===== config.mk =====
export PLATFORM = sky130hd
export DESIGN_NAME = car_lane
export DESIGN_NICKNAME = d
export VERILOG_FILES = /design/src/rtl/frog_game_pkg.sv /design/src/rtl/car_lane_tick_gen.sv /design/src/rtl/car_lane.sv
export SDC_FILE = /design/constraint.sdc
export NUM_CORES = 1
export LEC_CHECK = 0
export ABC_CLOCK_PERIOD_IN_PS = 4740
export CORE_MARGIN = 2
export CORE_UTILIZATION = 50
export DETAILED_ROUTE_END_ITERATION = 8
export GPL_TIMING_DRIVEN = 1
export PLACE_DENSITY = 0.75
export SYNTH_ARGS = -nofsm -noshare
export SYNTH_HDL_FRONTEND = slang
export SYNTH_SLANG_ARGS = --single-unit

===== constraint.sdc =====
create_clock -name i_Clk -period 4.74 [get_ports i_Clk]
set_input_delay 0.711 -clock i_Clk [delete_from_list [all_inputs] [get_ports i_Clk]]
set_output_delay 0.711 -clock i_Clk [all_outputs]
set_load 0.02 [all_outputs]

===== src/rtl/frog_game_pkg.sv =====
// Shared constants and types for the frog game grid.
package frog_game_pkg;

  localparam int GRID_W_DEF = 20;
  localparam int X_W_DEF    = 5;

  localparam bit DIR_LEFT  = 1'b0;
  localparam bit DIR_RIGHT = 1'b1;

  typedef logic [X_W_DEF-1:0] coord_t;

endpackage


===== src/rtl/car_lane_tick_gen.sv =====
// lane_tick_gen: level-scaled step prescaler; o_Tick is high on the cycle the lane steps.
module lane_tick_gen #(
  parameter int                 SPEED_W     = 24,
  parameter logic [SPEED_W-1:0] BASE_PERIOD = 24'd6_000_000
) (
  input  logic       i_Clk,
  input  logic       i_Rst_L,
  input  logic       i_Enable,
  input  logic [2:0] i_Level,
  output logic       o_Tick
);

  logic [SPEED_W-1:0] count_q, count_d;
  logic [SPEED_W-1:0] scaled;
  logic [SPEED_W-1:0] reload;
  logic               tick;

  // Period is clamped to one clock, so a fully shifted-out base reloads zero.
  assign scaled = BASE_PERIOD >> i_Level;
  assign reload = (scaled == '0) ? '0 : scaled - SPEED_W'(1);
  assign tick   = i_Enable && (count_q == '0);

  always_comb begin
    count_d = count_q;
    if (tick) begin
      count_d = reload;
    end else if (i_Enable) begin
      count_d = count_q - SPEED_W'(1);
    end
  end

  always_ff @(posedge i_Clk or negedge i_Rst_L) begin
    if (!i_Rst_L) begin
      count_q <= BASE_PERIOD - SPEED_W'(1);
    end else begin
      count_q <= count_d;
    end
  end

  assign o_Tick = tick;

endmodule


===== src/rtl/car_lane.sv =====
// car_lane: one road row of wrapping multi-cell cars with frog collision detection.
// Optional registered occupancy bitmap output enabled by defining CAR_LANE_OCCUPANCY_EN.
module car_lane
  import frog_game_pkg::*;
#(
  parameter int                 GRID_W      = GRID_W_DEF,
  parameter int                 X_W         = X_W_DEF,
  parameter int                 NUM_CARS    = 3,
  parameter int                 CAR_LEN     = 2,
  parameter int                 SPEED_W     = 24,
  parameter logic [SPEED_W-1:0] BASE_PERIOD = 24'd6_000_000,
  parameter bit                 DIRECTION   = DIR_RIGHT,
  parameter int                 START_X     = 0,
  parameter int                 SPACING     = 7
) (
  input  logic                      i_Clk,
  input  logic                      i_Rst_L,
  input  logic                      i_Enable,
  input  logic [2:0]                i_Level,
  input  logic [X_W-1:0]            i_Frog_X,
  input  logic                      i_Frog_In_Lane,
  output logic [NUM_CARS*X_W-1:0]   o_Car_X,
  output logic                      o_Tick,
  output logic                      o_Hit
`ifdef CAR_LANE_OCCUPANCY_EN
  ,
  output logic [GRID_W-1:0]         o_Occupancy
`endif
);

  // Inputs to wrap_x stay within one row length of the legal range.
  function automatic logic [X_W-1:0] wrap_x(input int v);
    int w;
    w = v;
    if (w < 0) begin
      w = w + GRID_W;
    end else if (w >= GRID_W) begin
      w = w - GRID_W;
    end
    return X_W'(w);
  endfunction

  function automatic int to_int(input logic [X_W-1:0] x);
    return {{(32-X_W){1'b0}}, x};
  endfunction

  function automatic logic [X_W-1:0] next_x(input logic [X_W-1:0] h);
    return (DIRECTION == DIR_RIGHT) ? wrap_x(to_int(h) + 1) : wrap_x(to_int(h) - 1);
  endfunction

  // Cell j of a car trails its head, against the direction of travel.
  function automatic logic [X_W-1:0] trail(input logic [X_W-1:0] h, input int j);
    return (DIRECTION == DIR_RIGHT) ? wrap_x(to_int(h) - j) : wrap_x(to_int(h) + j);
  endfunction

  logic                tick;
  logic [NUM_CARS-1:0] car_hit;
  logic                hit_d, hit_q;

  lane_tick_gen #(
    .SPEED_W     (SPEED_W),
    .BASE_PERIOD (BASE_PERIOD)
  ) u_tick (
    .i_Clk    (i_Clk),
    .i_Rst_L  (i_Rst_L),
    .i_Enable (i_Enable),
    .i_Level  (i_Level),
    .o_Tick   (tick)
  );

`ifdef CAR_LANE_OCCUPANCY_EN
  function automatic logic [GRID_W-1:0] fp_mask(input logic [X_W-1:0] h);
    logic [GRID_W-1:0] m;
    m = '0;
    for (int j = 0; j < CAR_LEN; j++) begin
      m = m | ({{(GRID_W-1){1'b0}}, 1'b1} << trail(h, j));
    end
    return m;
  endfunction

  function automatic logic [GRID_W-1:0] reset_occ();
    logic [GRID_W-1:0] m;
    m = '0;
    for (int k = 0; k < NUM_CARS; k++) begin
      m = m | fp_mask(wrap_x((START_X + k*SPACING) % GRID_W));
    end
    return m;
  endfunction

  logic [GRID_W-1:0] car_mask_d [NUM_CARS];
  logic [GRID_W-1:0] occ_d, occ_q;
`endif

  for (genvar k = 0; k < NUM_CARS; k++) begin : g_car
    localparam int             RST_I = (START_X + k*SPACING) % GRID_W;
    localparam logic [X_W-1:0] RST_X = X_W'(RST_I);

    logic [X_W-1:0]     pos_q, pos_d;
    logic [CAR_LEN-1:0] cell_hit;

    assign pos_d = tick ? next_x(pos_q) : pos_q;

    always_ff @(posedge i_Clk or negedge i_Rst_L) begin
      if (!i_Rst_L) begin
        pos_q <= RST_X;
      end else begin
        pos_q <= pos_d;
      end
    end

    // Footprint cells are always < GRID_W, so an off-grid frog never matches.
    for (genvar j = 0; j < CAR_LEN; j++) begin : g_cell
      assign cell_hit[j] = (trail(pos_q, j) == i_Frog_X);
    end

    assign car_hit[k]              = |cell_hit;
    assign o_Car_X[k*X_W +: X_W]   = pos_q;
`ifdef CAR_LANE_OCCUPANCY_EN
    assign car_mask_d[k]           = fp_mask(pos_d);
`endif
  end

  assign hit_d = i_Frog_In_Lane && (|car_hit);

  always_ff @(posedge i_Clk or negedge i_Rst_L) begin
    if (!i_Rst_L) begin
      hit_q <= 1'b0;
    end else begin
      hit_q <= hit_d;
    end
  end

`ifdef CAR_LANE_OCCUPANCY_EN
  always_comb begin
    occ_d = '0;
    for (int k = 0; k < NUM_CARS; k++) begin
      occ_d = occ_d | car_mask_d[k];
    end
  end

  always_ff @(posedge i_Clk or negedge i_Rst_L) begin
    if (!i_Rst_L) begin
      occ_q <= reset_occ();
    end else begin
      occ_q <= occ_d;
    end
  end

  assign o_Occupancy = occ_q;
`endif

  assign o_Tick = tick;
  assign o_Hit  = hit_q;

endmodule


==> reports/metrics.yaml, run 1 <==
cts_hold_buf: 0
synthArstFlopShare_pct: 100
fp.dieH_um: 95.7
place.gp.congestion: 0.872
internal_power_w: 0.000712
min_path_type: "reg2reg"
maxCapViolCount: 0
ys_ff_latch: 40
worstPathMaxFanout: 8
cts_buffers: 5
power.leakage_nw: 1.95
synth_top_cell_area_share_pct: 14.0
syn_nets: 592
finalMaxSlewViolations: 0
n_antenna_cell: 0
die_x_um: 95.7
antenna_found_initial: 0
io_pins: 29
grt_max_degree: 41
setup_violations: 0
postSynthCellCount: 533
critPathKind: "reg2out"
post-dp-hpwl_um: 7240
peakVddDrop_mv: 0.202
rsz0062_at_grt: "false"
drive_above_1_share_pct: 8.30
die_area_sq_um: 9160
r2r_setup_slack_ns: 1.51
cts_root_buffer: "clkbuf_8"
finClkSkew_ns: 0.0110
grt_pass1_vias: 3665
num_vias: 3893
power_switching_w: 0.000354
p_seq_share_pct: 46.2
fin_hold_ws_ns: 0.495
gr-max-usage-layer: "met2"
synth_edf_count: 0
grt_pass1_wl_um: 17200
start_util_pct: 51.4
pwr-share-comb_pct: 25.7
grtUsageTotal_pct: 23.3
yosys_warnings: 0
ant_nets: 0
yosys.cell_types.count: 57
hold_viol: 0
cp.arrival_ns: 3.26
route.detailed.drc: 0
core_sq_um: 8180
cts_max_path_buffers: 2
power.share.clock_pct: 28.2
clk_latency_ns: 0.30
final_common_cell: "nand2_1"
cts.htree.levels: 2
row_count: 33
cp_data_required_time_ns: 4.03
worstMarginPinSlew_ns: 0.921
nets: 600
tritoncts: "done"
wl_per_cell_um: 15.6
layout_common_cells: "nand2_1, ha_1, o21ai_0"
status: "complete, no violations"
fin_setup_tns_ns: 0
start_kind: "flop"
powerDensity_nw_per_um2: 231
fin_crit_ns: 3.97
grt-ovfl-total: 0
synthTopCellsByArea: "ha_1, dfstp_2, dfrtp_1, xnor2_1, o21ai_0"
use_met2_pct: 40.4
drt-initial-drc-count: 176
dr.pass1.iters: 5
syn_avg_cell_area_sq_um: 7.89
area_growth_pct: 9.91
drt_wl_total_um: 10100
ys_seq_area_share_pct: 24.5
drt-vias-per-instance: 6.02
crit_path_end_kind: "output port"
cts_resized: 0
synth_area_leader_cell: "ha_1"
fin_crit_sh_pct: 83.7
clk_pin_slew_ns: 0.08
cts_setup_buffers: 0
clkSinkCount: 40
relSlewSlack_pct: 38.6
timing.fmax_ghz: 0.252
io_buffer_count: 28
ys.flop_type: "dfstp_2"
use_met1_pct: 30.0
grt_use_met3_pct: 3.68
swShare_pct: 33.2
synth_area_sq_um: 4210
## per-stage QoR
step                cells  util, %  setup slack (ns)  total power [W]  instance area, sq um
finish                647     56.5             0.772          0.00107                  4620
global route          647     56.5             0.659          0.00113                  4620
CTS                   647     56.5             0.761          0.00107                  4620
detailed placement    639     55.1              1.10         0.000767                  4500
global placement      639     55.1              1.28         0.000749                  4500
floorplan             533        -              1.64         0.000684                  4210
## final cells by class
type	count	area [sq um]
Fill cell	772	3550
Multi-Input combinational cell	430	2920
Sequential cell	40	1030
Timing Repair Buffer	30	290
Tap cell	105	131
Inverter	34	128
Clock buffer	6	82.6
Clock inverter	2	38.8
## power by group through the flow
stage	sequential, W	clock [W]	combinational (W)
floorplan	0.000477	0	0.000207
global placement	0.000489	0	0.000261
detailed placement	0.000496	0	0.000272
CTS	0.000491	0.000307	0.000274
global route	0.000505	0.000320	0.000308
finish	0.000492	0.000301	0.000274
## registers in the layout (all words and copies together), names as in the netlist
| signal | flops |
|---|---|
| u_tick.count_q | 24 |
| o_Hit | 1 |
| g_car.pos_q | 15 |
## worst max-delay path, cell delays in order, from the launching register on
cell and delay (ns):
dfstp_2 0.40, or3_4 0.40, nor4_1 0.51, nand2_1 0.22, or4_1 0.72, inv_1 0.10
clkdlybuf4s50_1 0.60
## synth_stat cells (3+ instances only)
master,number
nand2_1,50
ha_1,47
o21ai_0,43
a21oi_1,41
nor2_1,41
inv_1,34
xnor2_1,34
clkbuf_1,24
dfstp_2,22
nand3_1,21
xor2_1,20
dfrtp_1,18
nor3_1,16
a31oi_1,9
nor4_1,9
a22o_1,8
or4_1,7
or3_1,6
a211oi_1,5
a21o_1,5
o211ai_1,5
and3_1,4
nor2b_1,4
o22ai_1,4
o31ai_1,4
mux2_2,3
mux2i_1,3
or2_2,3
## logic make-up after synthesis
group / Yosys count / share of synthesized area [%]
muxes: 6 / 1.52
AOI/OAI and AO/OA: 146 / 21.4
xor gates and xnor gates: 54 / 11.2
adders and majority gates: 47 / 14.0
DFF: 40 / 24.5
buffers and inverters: 63 / 6.04
and+or+nand+nor: 177 / 21.3
## metal layers
metal  vias to the layer above  part of all wire [%]
met5                         -                     0
met4                         0                   1.2
met3                        11                   4.4
met2                       106                    50
met1                      1869                    44
li1                       1907                     -
## worst paths after layout
check                                   start                  to  cells after the start
max                        u_tick.count_q[11]              o_Tick                      6
min                         u_tick.count_q[5]   u_tick.count_q[5]                      2
max reg2reg                 g_car[0].pos_q[0]               o_Hit                     12
min reg2reg                 u_tick.count_q[5]   u_tick.count_q[5]                      2
max in group asynchronous             i_Rst_L   u_tick.count_q[9]                      1
min in group asynchronous             i_Rst_L  u_tick.count_q[23]                      1
(Power assumes the default switching activity.)
==> run 2: changes to the inputs <==
Settings changed: ABC_CLOCK_PERIOD_IN_PS 4740 to 3650, PLACE_DENSITY 0.75 to 0.78.
Clock period 4.74 ns to 3.65 ns, I/O delays scaled along.
==> run 2 against run 1 <==
Effect of this change:
- critical path type unchanged
- register-to-register slack worse by 1.1 ns
- via count is 0.85% lower
- hold slack worse by 0.11 ns
- total power is 26% higher
- cell count is 0.46% higher
- largest power group unchanged
- combinational power is 34% higher
- sequential cell count stayed put
==> reports/metrics.yaml, run 2 (synthesis results as in run 1) <==
status: "complete, no violations"
cts_resized: 0
place.gp.congestion: 0.880
cts_max_path_buffers: 2
power.leakage_nw: 1.95
layout_common_cells: "nand2_1, ha_1, o21ai_0"
nets: 603
critPathKind: "reg2out"
cts_root_buffer: "clkbuf_8"
postPlaceCellArea_sq_um: 4520
wl_per_cell_um: 15.6
post-dp-hpwl_um: 7440
rsz0062_at_grt: "false"
clk_pin_slew_ns: 0.09
utilization_pct: 56.6
num_vias: 3860
grt_max_degree: 41
grt_pass1_vias: 3678
grtUsageTotal_pct: 23.4
total_power_w: 0.00134
cts.htree.levels: 2
row_count: 33
fin_setup_tns_ns: 0
grt-ovfl-total: 0
finClkSkew_ns: 0.0173
n_antenna_cell: 0
fin_crit_sh_pct: 93.6
cts_setup_buffers: 0
maxCapViolCount: 0
route.detailed.drc: 0
io_pins: 29
cp.arrival_ns: 2.87
clkSinkCount: 40
fp.dieH_um: 95.7
largest_register: "u_tick.count_q"
fin_cells: 650
crit_path_end_kind: "output port"
final_common_cell: "nand2_1"
peakVddDrop_mv: 0.209
grt_pass1_wl_um: 17000
dr.pass1.iters: 5
timing.fmax_ghz: 0.293
worstMarginPinSlew_ns: 0.931
cts_buffers: 5
powerDensity_nw_per_um2: 290
setup_violations: 0
use_met2_pct: 42.2
die_x_um: 95.7
hold_viol: 0
die_area_sq_um: 9160
area_growth_pct: 9.94
cp_data_required_time_ns: 3.10
fin_crit_ns: 3.42
drt-initial-drc-count: 152
drt-vias-per-instance: 5.94
gr-max-usage-layer: "met2"
largest_reg_flops: 24
grt_use_met3_pct: 2.98
antenna_found_initial: 0
dp.cells: 642
drive_above_1_share_pct: 8.62
stdcell_area_sq_um: 4620
cts_hold_buf: 0
worstPathMaxFanout: 5
start_kind: "flop"
finalMaxSlewViolations: 0
clk_latency_ns: 0.31
start_util_pct: 51.4
relSlewSlack_pct: 38.0
tritoncts: "done"
min_path_type: "in2async"
rr_worst_depth: 12
use_met1_pct: 29.0
ant_nets: 0
io_buffer_count: 28
drt_wl_total_um: 10200
core_sq_um: 8180
-- run 2: path summary, 6_finish.rpt --
path,slack [ns],start,endpoint
max in group asynchronous,2.68,i_Rst_L,u_tick.count_q[12]
min in group i_Clk,0.50,u_tick.count_q[18],u_tick.count_q[18]
worst max register to register,0.43,g_car[0].pos_q[0],o_Hit
worst min-delay path,0.38,i_Rst_L,o_Hit
worst min register to register,0.50,u_tick.count_q[18],u_tick.count_q[18]
worst max-delay path,0.23,u_tick.count_q[11],o_Tick
-- run 2: through the flow --
stage               hold WS, ns  worst slack, ns
finish                    0.381            0.234
global route              0.458            0.139
CTS                       0.408            0.214
detailed placement        0.486            0.474
global placement          0.468            0.575
floorplan                 0.252            0.546
-- run 2: routing by layer --
| metal | wire (um) | vias to the layer above |
|---|---|---|
| met3 | 452 | 16 |
| met5 | 0 | - |
| met2 | 4990 | 87 |
| met4 | 178 | 0 |
| met1 | 4540 | 1840 |
| li1 | - | 1917 |
-- run 2: layout make-up --
class	instances	area, sq um
multi-input cells	430	2920
clock buffers	8	100
fillers	777	3550
repair buffers	33	313
inverters	34	128
well taps	105	131
flip-flops and latches	40	1030
-- run 2: critical path, cell delays in order, from the launching register on --
cell and delay [ns]:
dfstp_2 0.39, or3_4 0.40, nor4_1 0.35, nand2_1 0.18
or4_1 0.58, inv_1 0.08, clkdlybuf4s50_1 0.59
-- run 2: where the power goes --
group	leakage [nW]	switching, W	total (W)	internal (W)
registers	0.451	0.0000908	0.000636	0.000546
clock network	0.0515	0.000164	0.000337	0.000173
logic	1.45	0.000202	0.000367	0.000165
